--- config.mk ---
export PLATFORM = sky130hd
export DESIGN_NAME = mux_pipe_n
export DESIGN_NICKNAME = d
export VERILOG_FILES = /design/src/rtl/mux_pipe_pkg.sv /design/src/rtl/mux_pipe_rr_pick.sv /design/src/rtl/mux_pipe_n.sv
export SDC_FILE = /design/constraint.sdc
export NUM_CORES = 1
export LEC_CHECK = 0
export BUFFER_PORTS_ARGS = -buffer_cell sky130_fd_sc_hd__buf_4
export CORE_MARGIN = 1.5
export CORE_UTILIZATION = 44
export CTS_BUF_LIST = sky130_fd_sc_hd__clkbuf_4 sky130_fd_sc_hd__clkbuf_8
export DETAILED_ROUTE_END_ITERATION = 8
export PLACE_DENSITY = 0.83
export SYNTH_ARGS = -nofsm -noshare
export SYNTH_HDL_FRONTEND = slang
export SYNTH_SLANG_ARGS = --single-unit
--- constraint.sdc ---
create_clock -name clk -period 2.49 [get_ports clk]
set_input_delay 0 -clock clk [delete_from_list [all_inputs] [get_ports clk]]
set_output_delay 0 -clock clk [all_outputs]
set_load 0.01 [all_outputs]
--- src/rtl/mux_pipe_pkg.sv ---
// Shared constants and helpers for the mux_pipe_n pipelined select stage.
package mux_pipe_pkg;
  localparam int MODE_EXT = 0;
  localparam int MODE_RR  = 1;
  localparam int BEAT_W   = 16;

  // Select width: clog2(n), never less than one bit.
  function automatic int sel_w(input int n);
    return (n <= 2) ? 1 : $clog2(n);
  endfunction
endpackage

--- src/rtl/mux_pipe_rr_pick.sv ---
// Combinational rotate-priority picker: first requester after ptr, with wrap.
module mux_pipe_rr_pick
  import mux_pipe_pkg::*;
#(
  parameter int NUM_IN = 8,
  parameter int SEL_W  = sel_w(NUM_IN)
) (
  input  logic [NUM_IN-1:0] req,
  input  logic [SEL_W-1:0]  ptr,
  output logic              gnt_valid,
  output logic [SEL_W-1:0]  gnt_idx
);

  int idx;

  // Scan from the farthest offset down so the nearest requester is written last.
  always_comb begin
    gnt_valid = 1'b0;
    gnt_idx   = '0;
    idx       = 0;
    for (int off = NUM_IN; off >= 1; off--) begin
      idx = (int'(ptr) + off) % NUM_IN;
      if (req[idx]) begin
        gnt_valid = 1'b1;
        gnt_idx   = SEL_W'(idx);
      end
    end
  end

endmodule

--- src/rtl/mux_pipe_n.sv ---
// N-way WIDTH-bit registered select stage with valid/ready handshake.
// Define MUX_PIPE_SKID_EN to add a skid entry that registers in_ready.
module mux_pipe_n
  import mux_pipe_pkg::*;
#(
  parameter int WIDTH  = 16,
  parameter int NUM_IN = 8,
  parameter int MODE   = 0,
  localparam int SEL_W = sel_w(NUM_IN)
) (
  input  logic                    clk,
  input  logic                    rst_n,
  input  logic [NUM_IN*WIDTH-1:0] in_data,
  input  logic [NUM_IN-1:0]       in_valid,
  output logic [NUM_IN-1:0]       in_ready,
  input  logic [SEL_W-1:0]        sel,
  output logic [WIDTH-1:0]        out_data,
  output logic [SEL_W-1:0]        out_chan,
  output logic                    out_valid,
  input  logic                    out_ready,
  output logic [BEAT_W-1:0]       beat_cnt
);

  logic               pick_valid;
  logic [SEL_W-1:0]   pick_idx;
  logic [WIDTH-1:0]   pick_data;
  logic               ready_term;
  logic               accept;
  logic               drain;
  logic [WIDTH-1:0]   chan_data [NUM_IN];

  logic               out_valid_reg;
  logic [WIDTH-1:0]   out_data_reg;
  logic [SEL_W-1:0]   out_chan_reg;
  logic [BEAT_W-1:0]  beat_cnt_reg;

  generate
    if (MODE == MODE_RR) begin : g_rr
      logic [SEL_W-1:0] ptr_reg;

      mux_pipe_rr_pick #(.NUM_IN(NUM_IN), .SEL_W(SEL_W)) u_pick (
        .req      (in_valid),
        .ptr      (ptr_reg),
        .gnt_valid(pick_valid),
        .gnt_idx  (pick_idx)
      );

      // Pointer moves only on an accepted beat so stalls keep fairness order.
      always_ff @(posedge clk or negedge rst_n) begin
        if (!rst_n)
          ptr_reg <= SEL_W'(NUM_IN - 1);
        else if (accept)
          ptr_reg <= pick_idx;
      end
    end else begin : g_ext
      assign pick_valid = (int'(sel) < NUM_IN);
      assign pick_idx   = sel;
    end
  endgenerate

  for (genvar gi = 0; gi < NUM_IN; gi++) begin : g_chan
    assign chan_data[gi] = in_data[gi*WIDTH +: WIDTH];
    assign in_ready[gi]  = pick_valid && (pick_idx == SEL_W'(gi)) && ready_term;
  end

  always_comb begin
    pick_data = '0;
    for (int k = 0; k < NUM_IN; k++)
      if (pick_idx == SEL_W'(k))
        pick_data = chan_data[k];
  end

  assign accept = |(in_valid & in_ready);
  assign drain  = out_valid_reg && out_ready;

`ifdef MUX_PIPE_SKID_EN
  logic             skid_valid_reg;
  logic [WIDTH-1:0] skid_data_reg;
  logic [SEL_W-1:0] skid_chan_reg;

  // Registered ready: two entries of storage absorb the out_ready round trip.
  assign ready_term = !(out_valid_reg && skid_valid_reg);

  always_ff @(posedge clk or negedge rst_n) begin
    if (!rst_n) begin
      out_valid_reg  <= 1'b0;
      out_data_reg   <= '0;
      out_chan_reg   <= '0;
      skid_valid_reg <= 1'b0;
      skid_data_reg  <= '0;
      skid_chan_reg  <= '0;
    end else if (!out_valid_reg) begin
      if (accept) begin
        out_valid_reg <= 1'b1;
        out_data_reg  <= pick_data;
        out_chan_reg  <= pick_idx;
      end
    end else if (drain) begin
      if (skid_valid_reg) begin
        out_data_reg <= skid_data_reg;
        out_chan_reg <= skid_chan_reg;
        if (accept) begin
          skid_data_reg <= pick_data;
          skid_chan_reg <= pick_idx;
        end else begin
          skid_valid_reg <= 1'b0;
        end
      end else if (accept) begin
        out_data_reg <= pick_data;
        out_chan_reg <= pick_idx;
      end else begin
        out_valid_reg <= 1'b0;
      end
    end else if (accept) begin
      skid_valid_reg <= 1'b1;
      skid_data_reg  <= pick_data;
      skid_chan_reg  <= pick_idx;
    end
  end
`else
  assign ready_term = !out_valid_reg || out_ready;

  always_ff @(posedge clk or negedge rst_n) begin
    if (!rst_n) begin
      out_valid_reg <= 1'b0;
      out_data_reg  <= '0;
      out_chan_reg  <= '0;
    end else if (accept) begin
      out_valid_reg <= 1'b1;
      out_data_reg  <= pick_data;
      out_chan_reg  <= pick_idx;
    end else if (drain) begin
      out_valid_reg <= 1'b0;
    end
  end
`endif

  always_ff @(posedge clk or negedge rst_n) begin
    if (!rst_n)
      beat_cnt_reg <= '0;
    else if (drain)
      beat_cnt_reg <= beat_cnt_reg + 1'b1;
  end

  assign out_valid = out_valid_reg;
  assign out_data  = out_data_reg;
  assign out_chan  = out_chan_reg;
  assign beat_cnt  = beat_cnt_reg;

endmodule

* Yosys cells after proc, flatten, opt, wreduce, memory -nomap -nowiden
Index checks and enable logic that the tools add are counted.
** Storage, ports and cells
- Flip-flop bits (word level) :: 36
- Input bits :: 142
- Output and inout port bits :: 44
- Logic and storage cells :: 37
** Operators by class
- Add/sub/neg operators :: 1
- Eq/ne operators :: 7
- Multiplexer cells :: 10
- Bitwise operators :: 1
- Reduce and logical (&&, ||, !) cells :: 14
** Operator list (count)
- 16-bit 2-to-1 mux :: 8
- 16-bit by 1-bit adder with 16-bit output (second input constant) :: 1
- 3-bit == test (second input constant) :: 4
- 1-bit logical AND :: 9
- 8-bit AND :: 1
- 8-bit OR reduction :: 1
- 3-bit by 2-bit == test with 1-bit output (second input constant) :: 2
- 3-bit by 1-bit == test with 1-bit output (second input constant) :: 1
- 3-bit logical NOT :: 1
- 1-bit 2-to-1 mux :: 2
- 2-bit nonzero test :: 1
- 1-bit logical NOT :: 1
- 1-bit logical OR :: 1

* Logic depth before layout (Yosys ltp)
Gate-level depths: netlist of the first run.
- Depth in word-level cells :: 9
- Gate-level depth with buffers :: 9
- Depth with buffers taken out :: 5

* Worst setup path after synthesis of the first run
OpenSTA, ideal clock, no wires.
- Path kind :: flip-flop to flip-flop
- Start :: register out_valid_reg, in the netlist out_valid
- End :: register out_data_reg[1], in the netlist out_data[1]
- Setup time :: 0.090 ns
- Data arrival time :: 1.813 ns
- Data required time :: 2.400 ns
- Setup slack :: 0.587 ns
- Cell stages (with the launch flop) :: 8
- Buffers on the path :: 3
- Period minus slack after synthesis :: 1.903 ns
- Cells stage by stage :: dfrtp_1 nor2b_1 a31o_2 buf_2 or3_1 buf_6 buf_8 o31ai_4
** On the way
- Cells in the longest elaborated chain, start to end :: 5
- Elaborated cells on any way between the ends :: 12
- Those cells by class :: bitwise: 1; reduce/logical: 11
** Ends and longest elaborated chain
- from (decl) :: line mux_pipe_n.sv:32 : logic out_valid_reg;
- from (signal assigned) :: line mux_pipe_n.sv:125 : out_valid_reg <= 1'b0;
- from (signal assigned) :: line mux_pipe_n.sv:129 : out_valid_reg <= 1'b1;
- from (signal assigned) :: line mux_pipe_n.sv:133 : out_valid_reg <= 1'b0;
- 1-bit logical NOT (*) :: line mux_pipe_n.sv:121 : assign ready_term = !out_valid_reg || out_ready;
- 1-bit logical OR (*) :: line mux_pipe_n.sv:121
- 1-bit logical AND :: line mux_pipe_n.sv:63 : assign in_ready[gi] = pick_valid && (pick_idx == SEL_W'(gi)) && ready_term;
- 8-bit AND (*) :: line mux_pipe_n.sv:73 : assign accept = |(in_valid & in_ready);
- 8-bit OR reduction (*) :: line mux_pipe_n.sv:73
- to (signal assigned) :: line mux_pipe_n.sv:130 : out_data_reg <= pick_data;
- to (decl) :: line mux_pipe_n.sv:33 : logic [WIDTH-1:0] out_data_reg;
Mark *: on every way between the ends. The rest lies on a longest branch, timed or not.
A chain may end at the register's enable or synchronous reset.

* Worst setup path after layout of the first run
- Start :: register out_valid_reg, in the netlist out_valid
- End :: register out_data_reg[14], in the netlist out_data[14]
The elaborated chain is that of the path after synthesis.

==> results.toml, run 1 <==
[drt]
routed_wl_um = 9495
top_layer_used = "met4"
drt-pass1-iter-count = 4
vias_per_cell = 5.562
wl_per_cell_um = 16.69
drtIter0Drc = 152
met2_length_um = 4860
wl_met1_um = 3849
wl_met3_um = 567
drc = 0
ant_nets = 0
vias = 3165

[yosys]
yosysTopAreaCell = "dfrtp_1"
ys_warn_count = 0
synthTopCellsByArea = "dfrtp_1 32%, mux2i_1 13%, o31ai_1 6.0%, o31ai_4 6.0%, nor2_1 5.1%"
synth_ff_type = "dfrtp_1"
synth.most_common_cell = "nor2_1"
synth_cell_types = 34
synth_common_cells = "39 x nor2_1, 36 x dfrtp_1, 36 x mux2i_1"
syn_area_um2 = 2858
synth_edf_count = 0
yosys_register_bits = 36
yosysSeqAreaShare_pct = 31.52
postSynthCellCount = 321
synth_top_cell_area_share_pct = 31.52
avgSynthCellArea_um2 = 8.903
ys_async_sr_fraction_pct = 100.0
syn-num-nets = 464

[pwr]
p_leak_nw = 2.157
cellPowerDensity_nw_per_um2 = 534.4
vdd_drop_max_mv = 0.6098

[global_routing]
antenna_found_initial = 0
grt_pass1_vias = 3050
grt_max_degree = 51
grt-ovfl-total = 0
grt_pass1_wl_um = 14440
grt_use_total_pct = 25.57

[finish]
drive_above_1_share_pct = 43.90
diodes = 0
syn_to_final_growth_pct = 52.98
stdcell_count = 569
layout.nets = 634
fillCellCount = 525

[floorplan]
coreArea_um2 = 6314
std_cell_rows = 29
die_h_um = 83.59
die-area_um2 = 6987
start_util_pct = 45.26
io_pins = 186
die_x_um = 83.59

[placement]
dp.cells = 560
port-buffer-count = 185
post-dp-hpwl_um = 7460
gp_congestion = 0.8323

[hold_path]
hold_start = "in_data[119]"
min_path_type = "in2reg"

[timing]
period_share_pct = 83.87
drv_slew = 0
tns_ns = 0
hold_viol_final = 0
worst_clock_skew_ns = 0.008762
fin_crit_ns = 2.088
setup_violations = 0
rsz0062_at_grt = "false"
tightest_slew_ns = 1.191
max_freq_mhz = 478.8
slew_headroom_pct = 20.41

[critical_path]
cp_num_buf_inv = 1
worstPathCellList = "nor2b_1, a31o_2, or3_1, buf_4, o31ai_1"
path_delay_family = "compound AO/OA/AOI/OAI gates"
r2r-start = "out_valid$_DFFE_PN0P_"
arrival_ns = 2.28
slowest_delay_ns = 0.43
critical_path.slowest_cell = "dfrtp_1"
cp-startpoint = "out_valid$_DFFE_PN0P_"
worstPathRequired_ns = 2.68
critPathKind = "reg2reg"
startpoint_type = "register"
path_max_fanout = 17
worstSetupEndpointType = "register"

[clock_network]
ctsLongestPathBuffers = 2
clock-root-buffer = "clkbuf_8"
cts_resized = 0
cts_setup_buffers = 0
htree_levels = 2
numCtsBuffers = 5
clk_pin_slew_ns = 0.08
clk_latency_ns = 0.29
tritoncts = "done"
clkSinkCount = 36

[run_status]
status = "completed"

[flow_run]
cap_violations = 0
layout by cell type, fill, tap and decap left out:
cell / Yosys / final
nand2_1: 14 / 14
xor2_1: 6 / 6
nand2b_1: 4 / 4
nor3_1: 6 / 6
and3_1: 3 / 3
nand3b_1: 16 / 16
dfrtp_1: 36 / 36
ha_1: 1 / 1
nor4_1: 3 / 3
mux4_2: 1 / 1
o31ai_4: 8 / 8
a31o_2: 1 / 1
o221ai_1: 16 / 16
a31oi_1: 1 / 1
nor2_1: 39 / 39
inv_2: 1 / 1
o31ai_2: 1 / 1
and2_1: 1 / 1
or3_1: 1 / 1
mux2i_1: 36 / 36
mux2_2: 3 / 3
xnor2_1: 9 / 9
a21oi_1: 17 / 17
clkbuf_4: 0 / 1
nor2b_1: 2 / 2
clkbuf_8: 0 / 5
o31ai_1: 23 / 23
clkinv_2: 0 / 1
dlygate4sd3_1: 0 / 1
nand3_1: 25 / 25
a22o_2: 1 / 1
o21ai_0: 16 / 16
bufinv_16: 0 / 1
buf_4: 2 / 192
final timing paths:
check,endpoint,slack [ns],cells past startpoint
worst max-delay path,out_data[14]$_DFFE_PN0P_,0.40,5
worst min-delay path,out_data[7]$_DFFE_PN0P_,0.02,3
worst max register to register,out_data[14]$_DFFE_PN0P_,0.40,5
worst min register to register,beat_cnt[15]$_DFFE_PN0P_,0.48,1
max in group asynchronous,out_data[3]$_DFFE_PN0P_,1.96,2
min in group asynchronous,beat_cnt[10]$_DFFE_PN0P_,0.20,2
per-stage QoR:
step	instance area, µm²	hold slack [ns]	utilization, %	power [mW]	worst slack (ns)
after floorplan	2858	-0.2956	-	1.326	0.5868
after global placement	4250	-0.02321	67.32	1.789	0.3281
after detailed placement	4250	-0.02072	67.32	1.828	0.2104
after CTS	4372	0.01340	69.24	2.341	0.4018
after global routing	4372	0.02345	69.24	2.459	0.2565
final	4372	0.01559	69.24	2.336	0.4016
area by class of cell:
cell class                 count  area (µm²)  share of cell area [%]
sequential                    36       900.9                   20.61
clock inverter                 2       35.03                  0.8014
clock buffer                   6       76.32                   1.746
multi-input combinational    254        1808                   41.36
timing repair buffer         193        1451                   33.20
tap                           77       96.34                   2.204
inverter                       1       3.754                 0.08586
repair_timing:
action | CTS | global route
setup endpoints to repair | 0 | 0
endpoints found under the hold margin | 36 | 0
hold buffers | 1 | 0
per-layer routing:
layer  vias up  track usage, %
met4         0           8.793
met5         -               0
met3        20           4.154
li1       1532               -
met2       152           45.89
met1      1461           30.91
logic make-up after synthesis:
logic type	count (synthesis)	synth area share, %
buf+inv	31	5.209
fa+ha+maj	1	0.4378
simple gates	114	19.66
xor+xnor	15	4.597
compound gates	84	23.99
mux	40	14.58
flops	36	31.52
worst min-delay path: stages:
cell     delay [ns]
buf_4          0.08
nor2_1         0.05
o31ai_4        0.15
report_power, final:
group	internal (mW)	total, mW	switching, mW
combinational	0.527	0.973	0.446
clock	0.308	0.517	0.209
sequential	0.716	0.846	0.129
total	1.55	2.34	0.784
(Power assumes the default switching activity.)
==> run 2: changes to the inputs <==
ABC_AREA = 1   (was not set)
PLACE_DENSITY = 0.82   (was 0.83)
clock period = 1.96 ns   (was 2.49 ns; I/O delays follow)
==> run 2 against run 1 <==
Against the previous run: critical path depth increased by 5; clock-buffer cell count is 1 higher; combinational power rose by 31%; critical path type unchanged; sequential power is 34% higher; synthesized cell count rose by 36%; first-iteration DRC count rose by 48%; sequential share of layout area is 0.18 points lower; register-to-register slack about the same; non-clock buffer count shrank 3; worst hold slack better by 0.022 ns; via count grew 13%; highest routed layer unchanged; setup slack better by 0.0096 ns.
==> results.toml, run 2 <==
[finish]
layout_common_cells = "189 x buf_4, 100 x nand2_1, 74 x nand3_1"
multi_input_area_um2 = 1740
drive_above_1_share_pct = 38.44
fin_util_pct = 69.04
stdcell_count = 691
fillCellCount = 552
syn_to_final_growth_pct = 50.47
layout.nets = 757
seq_area_um2 = 900.9
final_common_cell = "buf_4"
diodes = 0

[pwr]
p_sw_share_pct = 36.51
p_leak_nw = 2.365
cellPowerDensity_nw_per_um2 = 672.5
power.internal_mw = 1.883
power_frac_clock_pct = 19.1
switching_power_mw = 1.083
p_seq_share_pct = 38.1
pwr-share-comb_pct = 42.8
vdd_drop_max_mv = 0.8240
power_mw = 2.965

[critical_path]
cp-startpoint = "out_valid$_DFFE_PN0P_"
r2r-start = "out_valid$_DFFE_PN0P_"
critPathKind = "reg2reg"
path_max_fanout = 16
slowest_delay_ns = 0.44
worstPathCellList = "inv_2, nor2_8, nor2_1, nand2_2, nand2_2, nor2_4, buf_4, a21oi_1, nand2_1, nand2_1"
critical_path.slowest_cell = "dfrtp_1"
worstSetupEndpointType = "register"
startpoint_type = "register"
cp_num_buf_inv = 2
worstPathRequired_ns = 2.14
arrival_ns = 1.73
path_delay_family = "simple AND/OR/NAND/NOR gates"
r2r_slack_ns = 0.41

[clock_network]
cts_setup_buffers = 0
ctsLongestPathBuffers = 2
cts_resized = 0
clk_latency_ns = 0.29
numCtsBuffers = 5
tritoncts = "done"
clkSinkCount = 36
htree_levels = 2
clock-root-buffer = "clkbuf_8"
clk_pin_slew_ns = 0.07

[yosys]
synthSimpleGateAreaFrac_pct = 48.51
synth_common_cells = "100 x nand2_1, 74 x nand3_1, 61 x nor2_1"
yosys_register_bits = 36
synth_compound_area_share_pct = 6.576
synth_top_cell_area_share_pct = 30.74
yosysSeqAreaShare_pct = 30.74
synth.most_common_cell = "nand2_1"
synth_cell_types = 27
ys_warn_count = 0
synth_fa_ha_area_share_pct = 0.4270
syn_area_um2 = 2930
postSynthCellCount = 438
yosysTopAreaCell = "dfrtp_1"
synth_top_family_by_area = "simple AND/OR/NAND/NOR gates"
avgSynthCellArea_um2 = 6.690
synthTopCellsByArea = "dfrtp_1 31%, nand2_1 13%, nand3_1 13%, nor2_1 7.8%, a21oi_1 5.6%"
synth_xor_area_share_pct = 3.886
synthMuxAreaShare_pct = 0
ys_async_sr_fraction_pct = 100.0
synth_edf_count = 0
syn-num-nets = 581
synth_ff_type = "dfrtp_1"

[hold_path]
min_path_type = "in2reg"
hold_start = "in_data[71]"

[flow_run]
cap_violations = 0

[floorplan]
die_h_um = 84.61
std_cell_rows = 29
start_util_pct = 45.89
die-area_um2 = 7158
coreArea_um2 = 6386
io_pins = 186
die_x_um = 84.61

[global_routing]
grt-ovfl-total = 0
grt_pass1_vias = 3488
antenna_found_initial = 0
grt_max_degree = 49
grt_pass1_wl_um = 15970
grt_use_total_pct = 27.74

[timing]
worst_clock_skew_ns = 0.006790
tightest_slew_ns = 0.5280
rsz0062_at_grt = "false"
max_freq_mhz = 645.7
tns_ns = 0
setup_ws_ns = 0.4113
slew_headroom_pct = 64.76
hold_viol_final = 0
setup_violations = 0
period_share_pct = 79.02
fin_crit_ns = 1.549
drv_slew = 0

[drt]
drtIter0Drc = 225
routed_wl_um = 10150
vias = 3585
vias_per_cell = 5.188
ant_nets = 0
drt-pass1-iter-count = 5
wl_per_cell_um = 14.69
drc = 0

[placement]
gp_congestion = 0.9403
dp.cells = 683
port-buffer-count = 185
place_ws_ns = 0.4299
post-dp-hpwl_um = 8193

[run_status]
status = "completed"
-- run 2: cell types whose count changed in the layout (fill, tap and decap cells not counted), moves of 22 or more --
cell / previous run / this run
inv_1: 0 / 28
mux2i_1: 36 / 0
nand2_1: 14 / 100
nand3_1: 25 / 74
nand4_1: 0 / 22
nor2_1: 39 / 61
o31ai_1: 23 / 0
-- run 2: area by class of cell --
type / instances / area share (%)
Inverter: 36 / 3.320
Clock buffer: 7 / 2.185
Timing Repair Buffer: 190 / 32.41
Tap cell: 77 / 2.185
Sequential cell: 36 / 20.43
Multi-Input combinational cell: 345 / 39.47
-- run 2: path summary, 6_finish.rpt --
check,to,cells past startpoint
worst max-delay path,out_data[10]$_DFFE_PN0P_,10
worst min-delay path,out_data[7]$_DFFE_PN0P_,5
worst max register to register,out_data[10]$_DFFE_PN0P_,10
worst min register to register,out_data[1]$_DFFE_PN0P_,2
max in group asynchronous,out_data[3]$_DFFE_PN0P_,2
min in group asynchronous,beat_cnt[1]$_DFFE_PN0P_,2
-- run 2: metal layers --
layer	GRT usage [%]	vias to the layer above	part of all wire, %
met3	3.638	29	6.2
met1	34.28	1607	40
met5	0	-	0
li1	-	1787	-
met4	11.88	0	3.5
met2	48.41	162	51
-- run 2: what timing repair did --
| action | in CTS | in global routing |
|---|---|---|
| endpoints found under the setup margin | 0 | 0 |
| hold buffers | 1 | 0 |
| endpoints found under the hold margin | 36 | 0 |
-- run 2: power groups by stage --
stage / clock [mW] / sequential [mW] / combinational [mW]
2_1_floorplan: 0 / 1.19 / 0.541
3_5_place_dp: 0 / 1.14 / 1.27
6_report: 0.567 / 1.13 / 1.27
5_1_grt: 0.603 / 1.15 / 1.39
4_1_cts: 0.574 / 1.13 / 1.27
3_3_place_gp: 0 / 1.13 / 1.24
-- run 2: cell families after synthesis --
| family | count (synthesis) |
|---|---|
| compound gates | 37 |
| fa+ha+maj | 1 |
| xor+xnor | 13 |
| flops | 36 |
| buf+inv | 57 |
| simple gates | 294 |
-- run 2: metrics by stage --
| stage | cell area, µm² | hold WS, ns |
|---|---|---|
| detailed placement | 4303 | -0.02063 |
| floorplan | 2930 | -0.2956 |
| finish | 4409 | 0.03796 |
| CTS | 4409 | 0.03151 |
| global placement | 4303 | -0.01680 |
| global route | 4409 | 0.07355 |
-- run 2: worst min-delay path, delay by kind of cell --
kind                   cells  cell delay [ns]
AND/OR/NAND/NOR            4             0.22
buffers and inverters      1             0.08
==> run 3: changes to the inputs <==
clock period = 1.6 ns   (was 1.96 ns; I/O delays follow)
==> run 3 against run 2 <==
Against the previous run: first-iteration DRC count fell by 7.1%; global-route usage rose by 0.39 points; worst hold slack barely moved; clock power rose by 39%; combinational power rose by 24%; critical path type unchanged.
==> results.toml, run 3 (synthesis results as in run 2) <==
[finish]
diodes = 0
drive_above_1_share_pct = 39.35
syn_to_final_growth_pct = 53.03
layout.nets = 762
layout_common_cells = "192 x buf_4, 100 x nand2_1, 74 x nand3_1"
final_common_cell = "buf_4"
fin_util_pct = 70.22

[drt]
vias = 3681
wl_met1_um = 3946
drtIter0Drc = 209
wl_met3_um = 623
wl_per_cell_um = 14.52
drt-pass1-iter-count = 5
ant_nets = 0
drc = 0
vias_per_cell = 5.281
met2_length_um = 5107
routed_wl_um = 10120
top_layer_used = "met4"

[clock_network]
numCtsBuffers = 5
clkSinkCount = 36
clk_pin_slew_ns = 0.07
clk_latency_ns = 0.29
tritoncts = "done"
ctsLongestPathBuffers = 2
htree_levels = 2
clock-root-buffer = "clkbuf_8"

[timing]
worst_clock_skew_ns = 0.006064
max_freq_mhz = 652.6
hold_viol_final = 0
setup_violations = 0
rsz0062_at_grt = "true"
tns_ns = 0
drv_slew = 0
fin_crit_ns = 1.532
tightest_slew_ns = 0.5300
period_share_pct = 95.78
slew_headroom_pct = 64.63

[critical_path]
path_max_fanout = 12
path_delay_family = "simple AND/OR/NAND/NOR gates"
critical_path.slowest_cell = "dfrtp_1"
slowest_delay_ns = 0.42
worstPathCellList = "inv_2, nor2_8, nor2_2, nand2_1, nand2_2, nor2_4, buf_6, a21oi_1, nand2_1, nand2_1"
worst-r2r-cell-count = 10
worstPathRequired_ns = 1.78
r2r-end = "out_data[0]$_DFFE_PN0P_"
r2r-start = "out_valid$_DFFE_PN0P_"
cpMostUsedCell = "nand2_1"
cp_num_buf_inv = 2
r2r_slack_ns = 0.07
critPathKind = "reg2reg"
arrival_ns = 1.71
worstSetupEndpointType = "register"
startpoint_type = "register"

[global_routing]
grt-ovfl-total = 0
grt_pass1_wl_um = 16230
antenna_found_initial = 0
grt_pass1_vias = 3590
grt_use_total_pct = 28.12
grt_max_degree = 49

[pwr]
cellPowerDensity_nw_per_um2 = 835.2
p_leak_nw = 2.400
vdd_drop_max_mv = 0.8584

[hold_path]
min_path_type = "in2reg"
holdPathStages = 5
whs_endpoint = "out_data[4]$_DFFE_PN0P_"
hold_start = "in_data[68]"

[floorplan]
die_h_um = 84.61
die-area_um2 = 7158
die_x_um = 84.61
coreArea_um2 = 6386
std_cell_rows = 29
start_util_pct = 45.89
io_pins = 186

[placement]
post-dp-hpwl_um = 8175
port-buffer-count = 185
gp_congestion = 0.9938

[run_status]
status = "completed"

[flow_run]
cap_violations = 0
-- run 3: final cells by class --
cell class | count | area, µm²
Sequential cell | 36 | 900.9
Tap cell | 77 | 96.34
Fill cell | 560 | 1902
Inverter | 36 | 156.4
Clock buffer | 6 | 76.32
Timing Repair Buffer | 195 | 1474
Clock inverter | 2 | 35.03
Multi-Input combinational cell | 345 | 1745
-- run 3: worst max-delay path by stage --
stage / slack, ns / to / cells after the start / start
after floorplan: 0.09 / out_chan[1]$_DFFE_PN0P_ / 11 / out_valid$_DFFE_PN0P_
after global placement: 0.12 / out_chan[0]$_DFFE_PN0P_ / 10 / out_valid$_DFFE_PN0P_
after detailed placement: 0.05 / out_chan[0]$_DFFE_PN0P_ / 10 / out_valid$_DFFE_PN0P_
after CTS: 0.03 / out_chan[0]$_DFFE_PN0P_ / 10 / out_valid$_DFFE_PN0P_
after global routing: -0.03 / out_data[0]$_DFFE_PN0P_ / 10 / out_valid$_DFFE_PN0P_
final: 0.07 / out_data[0]$_DFFE_PN0P_ / 10 / out_valid$_DFFE_PN0P_
-- run 3: where the power goes --
group	switching (mW)	internal, mW
clock network	0.309	0.479
logic	0.784	0.798
registers	0.232	1.14
-- run 3: layer usage --
metal,vias to the layer above,GRT usage (%)
met5,-,0
met4,0,14.08
met3,38,3.933
met2,170,49.49
met1,1678,33.39
li1,1795,-
-- run 3: through the flow --
step | instance area, µm² | hold slack (ns) | power (mW) | worst slack, ns | instances
2_1_floorplan | 2930 | -0.2956 | 2.120 | 0.09341 | 438
3_5_place_dp | 4303 | -0.02081 | 2.930 | 0.05306 | 683
4_1_cts | 4424 | 0.02959 | 3.735 | 0.03224 | 692
3_3_place_gp | 4303 | -0.02093 | 2.891 | 0.1157 | 683
6_report | 4484 | 0.03817 | 3.745 | 0.06758 | 697
5_1_grt | 4484 | 0.06514 | 3.981 | -0.03138 | 697
-- run 3: what timing repair did --
action	CTS	global route
endpoints found under the hold margin	36	0
resized for setup	0	7
setup endpoints to repair	0	19
hold buffers	1	0
setup buffers	0	5
-- run 3: worst register-to-register path, stage by stage, from the launching register on --
cell and delay [ns]:
dfrtp_1 0.42, inv_2 0.08, nor2_8 0.15, nor2_2 0.08, nand2_1 0.08, nand2_2 0.06
nor2_4 0.18, buf_6 0.17, a21oi_1 0.08, nand2_1 0.07, nand2_1 0.05
